File: src/rtl/seq_pkg.sv
// Shared constants for the serial sequence transmitter/detector pair.
// State encoding, idle line level and the default test pattern.
package seq_pkg;

  typedef enum logic [1:0] {
    IDLE = 2'd0,
    SEND = 2'd1,
    GAP  = 2'd2
  } state_t;

  localparam logic LINE_IDLE = 1'b1;

  localparam logic [3:0] SEQ_0110 = 4'b0110;

endpackage

File: src/rtl/sequence_transmitter_piso_shift.sv
// Parallel-load, MSB-first shift register.
// Shifts in the fill bit so the line returns to idle once a frame drains.
module piso_shift
  import seq_pkg::*;
#(
  parameter int WIDTH = 4
) (
  input  logic             clk,
  input  logic             rst,
  input  logic             load,
  input  logic             shift,
  input  logic             fill,
  input  logic [WIDTH-1:0] din,
  output logic             msb
);

  logic [WIDTH-1:0] sr;

  always_ff @(posedge clk) begin
    if (rst) begin
      sr <= {WIDTH{LINE_IDLE}};
    end else if (load) begin
      sr <= din;
    end else if (shift) begin
      sr <= {sr[WIDTH-2:0], fill};
    end
  end

  assign msb = sr[WIDTH-1];

endmodule

File: src/rtl/sequence_transmitter.sv
// Serial pattern generator: repeats a latched pattern MSB-first,
// frames separated by idle-high gaps; line idles high.
module sequence_transmitter
  import seq_pkg::*;
#(
  parameter int WIDTH    = 4,
  parameter int CNT_W    = 4,
  parameter int GAP_BITS = 2
) (
  input  logic             clk,
  input  logic             rst,
  input  logic             start,
  input  logic [WIDTH-1:0] pattern,
  input  logic [CNT_W-1:0] repeat_cnt,
  output logic             out,
  output logic             busy,
  output logic             done
);

  localparam int BW = $clog2(WIDTH);
  localparam int GW = (GAP_BITS > 1) ? $clog2(GAP_BITS) : 1;
  localparam logic [BW-1:0] BIT_LAST = BW'(WIDTH - 1);
  localparam logic [GW-1:0] GAP_LAST =
    GW'((GAP_BITS > 0) ? GAP_BITS - 1 : 0);

  state_t st, st_n;

  logic [WIDTH-1:0] pat_q;
  logic [CNT_W-1:0] frames_q;
  logic [BW-1:0]    bit_q;
  logic [GW-1:0]    gap_q;

  logic accept;
  logic last_bit;
  logic last_gap;
  logic more;
  logic ld;
  logic sh;
  logic done_n;
  logic [WIDTH-1:0] ld_data;

  assign accept   = (st == IDLE) && start;
  assign last_bit = (st == SEND) && (bit_q == BIT_LAST);
  assign last_gap = (st == GAP) && (gap_q == GAP_LAST);
  assign more     = (frames_q != '0);
  assign ld_data  = accept ? pattern : pat_q;

  always_comb begin
    st_n   = st;
    ld     = 1'b0;
    sh     = 1'b0;
    done_n = 1'b0;
    unique case (st)
      IDLE: begin
        if (start) begin
          st_n = SEND;
          ld   = 1'b1;
        end
      end
      SEND: begin
        if (!last_bit) begin
          sh = 1'b1;
        end else if (!more) begin
          st_n   = IDLE;
          sh     = 1'b1;
          done_n = 1'b1;
        end else if (GAP_BITS > 0) begin
          st_n = GAP;
          sh   = 1'b1;
        end else begin
          ld = 1'b1;
        end
      end
      GAP: begin
        if (last_gap) begin
          st_n = SEND;
          ld   = 1'b1;
        end
      end
      default: st_n = IDLE;
    endcase
  end

  always_ff @(posedge clk) begin
    if (rst) begin
      st       <= IDLE;
      pat_q    <= '0;
      frames_q <= '0;
      bit_q    <= '0;
      gap_q    <= '0;
      busy     <= 1'b0;
      done     <= 1'b0;
    end else begin
      st   <= st_n;
      busy <= (st_n != IDLE);
      done <= done_n;
      if (accept) begin
        pat_q    <= pattern;
        frames_q <= repeat_cnt;
      end
      if (st == SEND) begin
        bit_q <= last_bit ? '0 : bit_q + 1'b1;
      end
      if (st == GAP) begin
        gap_q <= last_gap ? '0 : gap_q + 1'b1;
      end
      // One frame finished with more to go: count it off.
      if (last_bit && more) begin
        frames_q <= frames_q - 1'b1;
      end
    end
  end

  piso_shift #(
    .WIDTH(WIDTH)
  ) u_piso (
    .clk  (clk),
    .rst  (rst),
    .load (ld),
    .shift(sh),
    .fill (LINE_IDLE),
    .din  (ld_data),
    .msb  (out)
  );

endmodule

File: config.mk
export PLATFORM = sky130hd
export DESIGN_NAME = sequence_transmitter
export DESIGN_NICKNAME = d
export VERILOG_FILES = /design/src/rtl/seq_pkg.sv /design/src/rtl/sequence_transmitter_piso_shift.sv /design/src/rtl/sequence_transmitter.sv
export SDC_FILE = /design/constraint.sdc
export NUM_CORES = 1
export LEC_CHECK = 0
export ABC_AREA = 1
export CORE_MARGIN = 4
export CORE_UTILIZATION = 51
export CTS_CLUSTER_DIAMETER = 80
export DETAILED_ROUTE_END_ITERATION = 8
export PLACE_DENSITY = 0.77
export SLEW_MARGIN = 20
export SYNTH_ARGS = -nofsm -noshare
export SYNTH_HDL_FRONTEND = slang
export SYNTH_SLANG_ARGS = --single-unit
File: constraint.sdc
create_clock -name clk -period 1.5 [get_ports clk]
set_clock_uncertainty 0.2 [all_clocks]
set_input_delay 0.15 -clock clk [delete_from_list [all_inputs] [get_ports clk]]
set_output_delay 0.15 -clock clk [all_outputs]
set_load 0.01 [all_outputs]
== Word level (Yosys, flattened, before mapping) ==
Index checks and enable logic that the tools add are counted.

* Shifts and indexed selects: 0
* $add $sub $neg: 3
* Div/mod/pow operators: 0
* Multiplexer cells: 17
* Multiply operators: 0
* Reduce and logical (&&, ||, !) cells: 10
* Eq/ne operators: 3
* Magnitude comparators: 0
* Bitwise operators: 2

{| class="wikitable"
|+ Operators by type and width
! cell !! number
|-
| 2-to-1 mux 4 bit || 5
|-
| 2-to-1 mux 2 bit || 5
|-
| case mux 2 bit (3 select lines) || 1
|-
| nonzero test 2 bit || 3
|-
| 2-to-1 mux 1 bit || 5
|-
| equality test 2 bit, second input constant || 2
|-
| logical AND 1 bit || 4
|-
| nonzero test 4 bit || 1
|-
| subtractor 4 x 1 -> 4 bit, second input constant || 1
|-
| OR reduction 3 bit || 1
|-
| adder 2 x 1 -> 2 bit, second input constant || 1
|-
| equality test 2 x 1 -> 1 bit, second input constant || 1
|-
| zero test 2 bit || 1
|-
| inverter 1 bit || 2
|-
| case mux 1 bit (2 select lines) || 1
|-
| adder 1 bit, second input constant || 1
|}

* Memory bits (writable): 0
* Memories kept: 0
* Register bits after elaboration: 19
* Bits in latches: 0
* Bits in read-only memories: 0

== Depth between registers and ports, before layout ==
* Depth after elaboration: 5
* Gate-level depth with buffers: 8
* Mapped depth without buffers: 8

== By module ==
Synthesis repeated with hierarchy kept, for this count alone.

* Cells, all modules: 127
* Area, all modules: 889.6 um2

{| class="wikitable"
|+ By module, submodules not included
! module !! cells an instance !! times used !! area each (um2)
|-
| sequence_transmitter || 102 || 1 || 718.2
|-
| piso_shift || 25 || 1 || 171.4
|}

== Least setup slack after synthesis ==
OpenSTA, ideal clock, no wires.

* Path type: register to register
* Start: register frames_q[0]
* End: register frames_q[1]
* Cell stages (with the launch flop): 8
* Path slack: 0.195 ns
* Setup time: 0.114 ns
* Data arrival time: 0.991 ns
* Cell sequence: dfxtp_1 -> inv_1 -> ha_1 -> nand2_1 -> nand2_2 -> o21ai_1 -> a21oi_1 -> nor2_1

* Word-level cells in the longest chain between the ends: 3
* Elaborated cells between the ends (all ways): 5

{| class="wikitable"
|+ RTL lines
! item !! line !! text
|-
| from (decl) || sequence_transmitter.sv:29 || <nowiki>logic [CNT_W-1:0] frames_q;</nowiki>
|-
| from (signal assigned) || sequence_transmitter.sv:99 || <nowiki>frames_q <= repeat_cnt;</nowiki>
|-
| from (signal assigned) || sequence_transmitter.sv:109 || <nowiki>frames_q <= frames_q - 1'b1;</nowiki>
|-
| branches (longest 3 deep; another with subtractor 4 x 1 -> 4 bit) || - ||
|}

Parallel ways; which one is timed is not known.
A chain may end at the register's enable or synchronous reset.

== Final worst setup path ==
* Start: register st[1]
* End: register busy

* Word-level cells in the longest chain between the ends: 5
* Elaborated cells between the ends (all ways): 10

{| class="wikitable"
|+ RTL lines
! item !! line !! text
|-
| from (decl) || sequence_transmitter.sv:26 || <nowiki>state_t st, st_n;</nowiki>
|-
| from (signal assigned) || sequence_transmitter.sv:94 || <nowiki>st <= st_n;</nowiki>
|-
| equality test 2 bit / equality test 2 x 1 -> 1 bit (equally long branches) || sequence_transmitter.sv:44, sequence_transmitter.sv:53, sequence_transmitter.sv:43 ||
|-
| logical AND 1 bit (on tied branches) || sequence_transmitter.sv:44, sequence_transmitter.sv:43 ||
|-
| 2-to-1 mux 2 bit (on tied branches) || sequence_transmitter.sv:75, sequence_transmitter.sv:61 ||
|-
| case mux 2 bit (3 select lines) (*) || sequence_transmitter.sv:53 || <nowiki>unique case (st)</nowiki>
|-
| nonzero test 2 bit (*) || sequence_transmitter.sv:95 || <nowiki>busy <= (st_n != IDLE);</nowiki>
|-
| to (signal assigned) || sequence_transmitter.sv:95 ||
|-
| to (decl) || sequence_transmitter.sv:16 || <nowiki>output logic busy,</nowiki>
|}

Every way passes the cells marked *; elsewhere a longest branch is shown, timed or not.

==> summary.txt <==
DP HPWL - 1310 µm
Post-route setup TNS - 0 ns
Synth Area in Compound Gates - 12.0%
Proportion of power drawn by the clock network - 24.2%
Final Net Count - 156
Post-synthesis mux area share - 0%
CTS HTree Levels - 1
Num ports - 14
Drt wl/cell - 10.8 µm
Sequential fraction of the synthesis area - 43.1%
CP Data Arrival Time - 1.36 ns
Initial cell density of the core - 56.0%
Maximum number of pins on one net before global-route repair - 11
Kind of start point of the critical path - flip-flop
Seq pwr share - 54.5%
Combinational family with the most area after synthesis - simple AND/OR/NAND/NOR gates
Cell area reported after detailed placement - 1060 µm²
Power per standard cell area - 933 nW/µm²
Num CTS Buffers - 3
Synth Flop Type - dfxtp_1
Simple-gate area share of the yosys netlist - 33.1%
Post-Syn Instances - 123
EDFF count, synth - 0
Total die area - 2460 µm²
Clock tree from TritonCTS - yes
Setup-failing EPs final - 0
Worst EP required - 1.48 ns
Critical Path End Type - flip-flop
Wirelength, routed - 1700 µm
FMAX - 722 MHz
Final Slew Violations - 0
Class of the tightest hold or removal check - input port to flip-flop
CTS root buffer - clkbuf_4
Number of inserted diodes - 0
Share of synthesized registers carrying an async set or reset - 0%
Sequence of cells on the critical path - inv_1, nor2_2, nand2_2, nand2_2, o21ai_0, o21ai_0
# clock sinks - 19
Xor/xnor share of the synthesized area - 0.992%
Number of port buffers - 13
Tightest hold margin - 0.231 ns
Horizontal die dimension - 49.6 µm
Crit Path Category - flip-flop to flip-flop
Via Count - 781
Post-CTS clock slew at the launch and capture registers of the worst setup and hold paths - 0.11 ns
Average footprint of a synthesized cell - 7.18 µm²
Count of routing violations after the opening detailed-route iteration - 21
Transition time of the tightest slew-check pin - 0.260 ns
Number of storage elements in the synthesis netlist - 19
Most common library cell in the layout ignoring fill and taps - nand2_1
Internal Power - 0.000752 W
Setup repair after global routing missed its margin - yes
Skew-Pair Late Insertion Delay - 0.29 ns
Wire length of the first global-routing pass - 3030 µm
Overall power - 0.00104 W
Layout area overhead - 25.6%
Row count - 14
Total non-filler cell area in the finished layout - 1110 µm²
Crit-path max cell delay - 0.34 ns
First-pass detailed-route iteration total - 4
Largest fanout of any net on the critical path - 4
Number of distinct library cells after synthesis - 21
Post-synthesis net count - 136
Routed via count divided by cell count - 4.94
Initial antenna violation count - 0
Height of the chip - 49.6 µm
DRC violations left - 0
Net Sw Power - 0.000284 W
Post-CTS setup repair buffer count - 0
Final cycle utilization of the critical path - 92.4%
Core Footprint - 1580 µm²
Total of warnings raised by yosys - 0
Minimum clock period - 1.39 ns
Post-Synthesis Cell Area - 883 µm²
Reported max-cap violation count - 0
Share of final-layout standard cells stronger than drive strength 1 - 16.9%
R2R setup slack - 0.11 ns
Number of failing hold endpoints at the final stage - 0
Grt total ovfl - 0
Relative slew margins - 82.5%
Net switching fraction of the power - 27.4%
GRT Overall Usage - 15.6%
Number of global-route vias before repair - 736
Max rail drop VDD - 0.000555 V
Commonest cells after routing, fill and taps aside - nand2_1 (36), dfxtp_1 (16), nor2_1 (14)
Routability cong. - 0.776
Combinational cell fraction of total power - 21.3%
Leak Pwr - 0.528 nW
Maximum clock path buffer count - 2
Outcome - finished, final reports clean
Synth Area in Adders - 2.83%
Highest-delay cell along the critical path - dfxtp_2
Antenna violation net count after detailed routing - 0
==> final timing paths <==
kind	from	cells after the start	to
max reg2reg	st[1]	6	busy
max	st[1]	6	busy
min	pattern[3]	3	pat_q[3]
min reg2reg	u_piso.sr[1]	2	u_piso.sr[1]
==> synthesized netlist by cell type (2+ instances only) <==
master	count	area (µm²)
nand2_1	36	135
dfxtp_1	19	380
nor2_1	14	52.6
inv_1	12	45.0
nand3_1	8	40.0
a21oi_1	7	35.0
o21ai_0	5	25.0
nand2_2	4	25.0
ha_1	2	25.0
nor2_2	2	12.5
nor3_1	2	10.0
o21ai_1	2	10.0
o21ai_2	2	17.5
==> cell families after synthesis <==
family,count (synthesis)
fa+ha+maj,2
flops,19
compound gates,18
simple gates,68
xor+xnor,1
buf+inv,15
==> power groups by stage <==
stage / Clock [W] / Sequential (W) / Combinational (W)
2_1_floorplan: 0 / 0.000573 / 0.000140
4_1_cts: 0.000257 / 0.000563 / 0.000217
3_3_place_gp: 0 / 0.000573 / 0.000215
6_report: 0.000251 / 0.000564 / 0.000221
3_5_place_dp: 0 / 0.000574 / 0.000220
5_1_grt: 0.000286 / 0.000569 / 0.000253
==> state kept, by name, summed over array words and instances (netlist names) <==
name	count
frames_q	4
pat_q	4
busy	1
u_piso.sr	4
gap_q	1
done	1
bit_q	2
st	2
==> area by class of cell <==
class	count	area, µm²
multi-input cells	89	453
repair buffers	17	173
clock buffers	4	26.3
fillers	134	467
flip-flops and latches	19	384
well taps	16	20.0
inverters	13	53.8
==> critical path, delay by kind of cell (launching register included) <==
kind,cells,cell delay (ns)
flip-flops,1,0.34
AND/OR/NAND/NOR,3,0.23
AO/OA/AOI/OAI,2,0.38
buffers and inverters,1,0.13
==> through the flow <==
stage | instances | utilization, % | setup slack, ns
3_5_place_dp | 154 | 67.2 | -0.0251
2_1_floorplan | 123 | - | 0.195
6_report | 158 | 70.4 | 0.115
3_3_place_gp | 154 | 67.2 | -0.0133
4_1_cts | 158 | 68.7 | 0.00469
5_1_grt | 158 | 70.4 | 0.000625
==> repair_timing <==
item                                    CTS  global route
resized for setup                         2             8
endpoints found under the setup margin    2             6
hold buffers                              0             0
pin swaps                                 0             2
==> layer usage <==
| layer | GRT usage [%] | up-vias | routed length (µm) |
|---|---|---|---|
| li1 | - | 426 | - |
| met1 | 18.9 | 341 | 811 |
| met2 | 26.2 | 10 | 807 |
| met3 | 3.31 | 4 | 60 |
| met4 | 6.91 | 0 | 25 |
| met5 | 0 | - | 0 |
(Power assumes the default switching activity.)
==> variant 1 (same flow settings) <==
Re-encode `state_t` (3 states) as one-hot, 3 bits wide.
--- a/src/rtl/seq_pkg.sv
+++ b/src/rtl/seq_pkg.sv
@@ -2,10 +2,10 @@
 // State encoding, idle line level and the default test pattern.
 package seq_pkg;
 
-  typedef enum logic [1:0] {
-    IDLE = 2'd0,
-    SEND = 2'd1,
-    GAP  = 2'd2
+  typedef enum logic [2:0] {
+    IDLE = 3'b001,
+    SEND = 3'b010,
+    GAP  = 3'b100
   } state_t;
 
   localparam logic LINE_IDLE = 1'b1;
Function: same outputs for any inputs over 10 cycles, from zero or initial values and one cycle with rst high; not proved beyond that.
==> variant 1 against the original RTL <==
- critical path type unchanged
- setup slack got worse by 0.094 ns
- sequential cell count rose by 1
- design area rose by 19%
- maximum frequency fell by 6.3%
- synthesized area rose by 14%
- die area rose by 12%
- critical path depth rose by 1
- wire length rose by 36%
- total power rose by 17%
==> variant 1: results (changes against the original RTL) <==
| Metric | Value |
|---|---|
| CTS max path bufs | 2 (unchanged) |
| DR WL/cell | 12.0 microns (was 10.8 microns) |
| CTS sink count | 20 (was 19) |
| CP delay by family, top | simple AND/OR/NAND/NOR gates (was compound AO/OA/AOI/OAI gates) |
| Largest net degree at the start of global routing | 15 (was 11) |
| Slew Limit Headroom | 81.9% (was 82.5%) |
| Vias in the first global route | 922 (was 736) |
| Clk pin slew, worst setup/hold paths | 0.11 ns (about the same) |
| Via-to-Cell Ratio | 5.24 (was 4.94) |
| Worst Path Arrival | 1.49 ns (was 1.36 ns) |
| Most frequent cells after synthesis | 35 x nand2_1, 20 x dfxtp_1, 16 x nand3_1 (was 36 x nand2_1, 19 x dfxtp_1, 14 x nor2_1) |
| CP peak stage delay | 0.38 ns (was 0.34 ns) |
| Root buffer cell | clkbuf_4 (unchanged) |
| Max cap viols | 0 (unchanged) |
| Leak pwr | 0.609 nW (was 0.528 nW) |
| Maximum clock rate | 676 MHz (was 722 MHz) |
| DPL Wire Length | 1710 microns (was 1310 microns) |
| Total track usage | 18.1% (was 15.6%) |
| Top post-synthesis cells by area | dfxtp_1 40%, nand2_1 13%, nand3_1 7.9% (was dfxtp_1 43%, nand2_1 15%, nor2_1 5.9%) |
| Syn nets | 153 (was 136) |
| Hold WC Path Type | flop to flop (was primary input to flop) |
| Initial antenna violation count | 0 (unchanged) |
| Run status | completed (unchanged) |
| Non-Filler Instances | 193 (was 158) |
| Drt pass-1 iters | 4 (unchanged) |
| Clock buffer count from CTS | 3 (unchanged) |
| Final net count | 182 (was 156) |
| Clk Latency, worst-skew pair | 0.29 ns (about the same) |
| Antenna Cells | 0 (unchanged) |
| Post-Place Worst Slack | -0.0201 ns (was -0.0251 ns) |
| P_sw | 0.351 mW (was 0.284 mW) |
| Gpl congestion | 0.840 (was 0.776) |
| Worst VDD drop | 0.000695 V (was 0.000555 V) |
| Placed Area | 1230 sq um (was 1060 sq um) |
| Worst-path fanout max | 7 (was 4) |
| Sequential area share after synthesis | 39.7% (was 43.1%) |
| Avg Cell Area, Syn | 7.21 sq um (was 7.18 sq um) |
| Share of layout cells above drive strength 1 | 23.2% (was 16.9%) |
| First-pass GRT wire length | 3730 microns (was 3030 microns) |
| Top flop regs | frames_q: 4 flops, pat_q: 4 flops, u_piso.sr: 4 flops (unchanged) |
| Synth cell types | 24 (was 21) |
| # port buffers | 13 (unchanged) |
| Htree depth | 1 (unchanged) |
| Post-synth ARST share | 0% (unchanged) |
variant 1: cell types whose count changed after synthesis, moves of 3 or more:
cell and delta:
nand4_1 +8, o211ai_1 +3, nand3_1 +8, nand2_2 -4
nor2_1 -3, a21oi_1 +3
variant 1: timing repair:
| action | CTS | global route |
|---|---|---|
| resized for setup | 5 | 13 |
| endpoints found under the setup margin | 7 | 12 |
| buffers inserted | 0 | 2 |
| cloned | 0 | 1 |
| pin swaps | 0 | 5 |
| hold buffers | 0 | 0 |
variant 1: worst paths after layout:
check / start / end / slack [ns] / cells past startpoint
max: st[1] / u_piso.sr[2] / 0.02 / 7
min: bit_q[0] / bit_q[0] / 0.25 / 1
max reg2reg: st[1] / u_piso.sr[2] / 0.02 / 7
min reg2reg: bit_q[0] / bit_q[0] / 0.25 / 1
variant 1: power groups by stage:
stage | logic [mW] | registers [mW] | clock network [mW]
final | 0.304 | 0.600 | 0.306
after global placement | 0.270 | 0.606 | 0
after floorplan | 0.183 | 0.606 | 0
after CTS | 0.277 | 0.596 | 0.317
after global routing | 0.338 | 0.605 | 0.334
after detailed placement | 0.277 | 0.607 | 0
variant 1: logic make-up after synthesis:
family / count (synthesis) / share of synthesized area (%)
adders and majority gates: 2 / 2.48
DFF: 20 / 39.7
and+or+nand+nor: 78 / 38.2
AOI/OAI and AO/OA: 19 / 10.4
buffers and inverters: 21 / 9.29
variant 1: layout make-up:
class	instances	area, sq um
clock buffers	4	36.3
inverters	17	68.8
multi-input cells	100	539
repair buffers	27	235
flip-flops and latches	20	409
fillers	157	482
well taps	25	31.3
variant 1: routing by layer:
layer / wire [microns] / up-vias / track usage [%]
met5: 0 / - / 0
met4: 65 / 0 / 11.1
met3: 114 / 9 / 3.13
met2: 1120 / 29 / 28.1
met1: 1010 / 452 / 23.1
li1: - / 522 / -
==> variant 2 (same flow settings) <==
Made on the original files. Change the parameter `CNT_W` from 4 to 5.
--- a/src/rtl/sequence_transmitter.sv
+++ b/src/rtl/sequence_transmitter.sv
@@ -4,7 +4,7 @@
   import seq_pkg::*;
 #(
   parameter int WIDTH    = 4,
-  parameter int CNT_W    = 4,
+  parameter int CNT_W    = 5,
   parameter int GAP_BITS = 2
 ) (
   input  logic             clk,
Ports: changed (resized repeat_cnt); port bits go from 14 to 15. No check against the original RTL was run, so the function may have changed too.
==> variant 2 against the original RTL <==
- wire length up 23%
- sequential cell count up 1
- design area up 11%
- setup slack worse by 0.048 ns
- largest power group unchanged
- cell count up 10%
- core utilization up 0.28 points
- total power up 26%
- sequential share of layout area down 1.9 points
- critical path depth up 2
- critical path type unchanged
- synthesized area up 6.4%
- global-route usage up 1.6 points
==> variant 2: results (changes against the original RTL) <==
| Metric | Value |
|---|---|
| Vias in the first global route | 816 (was 736) |
| Grt met2 use | 29.8% (was 26.2%) |
| Syn nets | 141 (was 136) |
| Layout fillers | 145 (was 134) |
| Vias | 880 (was 781) |
| Top post-synthesis cells by area | dfxtp_1 43%, nand2_1 14%, inv_1 4.8% (was dfxtp_1 43%, nand2_1 15%, nor2_1 5.9%) |
| Worst Path Arrival | 1.48 ns (was 1.36 ns) |
| First-pass GRT wire length | 3360 microns (was 3030 microns) |
| M1 GR Usage | 20.4% (was 18.9%) |
| Sequential area share after synthesis | 42.6% (was 43.1%) |
| Run status | completed (unchanged) |
| Sw Ratio | 26.0% (was 27.4%) |
| Avg Cell Area, Syn | 7.40 sq um (was 7.18 sq um) |
| Synth cell types | 28 (was 21) |
| Largest net degree at the start of global routing | 13 (was 11) |
| Placed Cells | 168 (was 154) |
| Cts repair resizes | 4 (was 2) |
| Drt total wl | 2090 microns (was 1700 microns) |
| Via-to-Cell Ratio | 5.06 (was 4.94) |
| FF-to-FF setup slack | 0.07 ns (was 0.11 ns) |
| Initial detailed-routing violation count | 11 (was 21) |
| Leak pwr | 0.564 nW (was 0.528 nW) |
| Share of layout cells above drive strength 1 | 22.8% (was 16.9%) |
| Clk Latency, worst-skew pair | 0.31 ns (was 0.29 ns) |
| Placed Area | 1130 sq um (was 1060 sq um) |
| Final net count | 164 (was 156) |
| Slew @ Worst Pin | 0.256 ns (was 0.260 ns) |
| Worst VDD drop | 0.000742 V (was 0.000555 V) |
-- variant 2: cell families after synthesis --
logic type,synth area share (%)
compound gates,11.5
xor+xnor,0.932
fa+ha+maj,2.66
buf+inv,8.12
flops,42.6
simple gates,34.2
-- variant 2: per-stage QoR --
step	utilization, %	setup WS (ns)	hold WS, ns	power (mW)
6_report	70.7	0.0662	0.202	1.30
5_1_grt	70.7	-0.0240	0.210	1.36
4_1_cts	67.5	0.0190	0.206	1.28
3_5_place_dp	64.5	-0.162	0.268	0.840
3_3_place_gp	64.5	-0.152	0.253	0.833
2_1_floorplan	-	0.157	0.0287	0.756
-- variant 2: layout make-up --
type	count	area [sq um]	share of cell area, %
tap	25	31.3	2.54
timing repair buffer	20	181	14.7
sequential	20	404	32.8
clock buffer	3	22.5	1.83
inverter	16	66.3	5.38
clock inverter	1	30.0	2.43
multi-input combinational	89	498	40.4
-- variant 2: critical path: stages, from the launching register on --
cell     delay [ns]
dfxtp_1        0.35
inv_1          0.13
ha_4           0.17
nand3_2        0.10
nand2_4        0.13
nand2_2        0.07
nand2_1        0.06
nand2_1        0.04
a21oi_1        0.12
-- variant 2: path summary, 6_finish.rpt --
check | from | to | cells past startpoint
max | frames_q[0] | frames_q[4] | 8
min | repeat_cnt[4] | frames_q[4] | 3
min reg2reg | pat_q[1] | pat_q[1] | 2
max reg2reg | frames_q[0] | frames_q[4] | 8
-- variant 2: power groups by stage --
stage | Combinational (mW) | Clock (mW) | Sequential, mW
5_1_grt | 0.292 | 0.472 | 0.601
3_5_place_dp | 0.234 | 0 | 0.606
3_3_place_gp | 0.230 | 0 | 0.604
2_1_floorplan | 0.152 | 0 | 0.604
6_report | 0.260 | 0.447 | 0.595
4_1_cts | 0.236 | 0.450 | 0.594
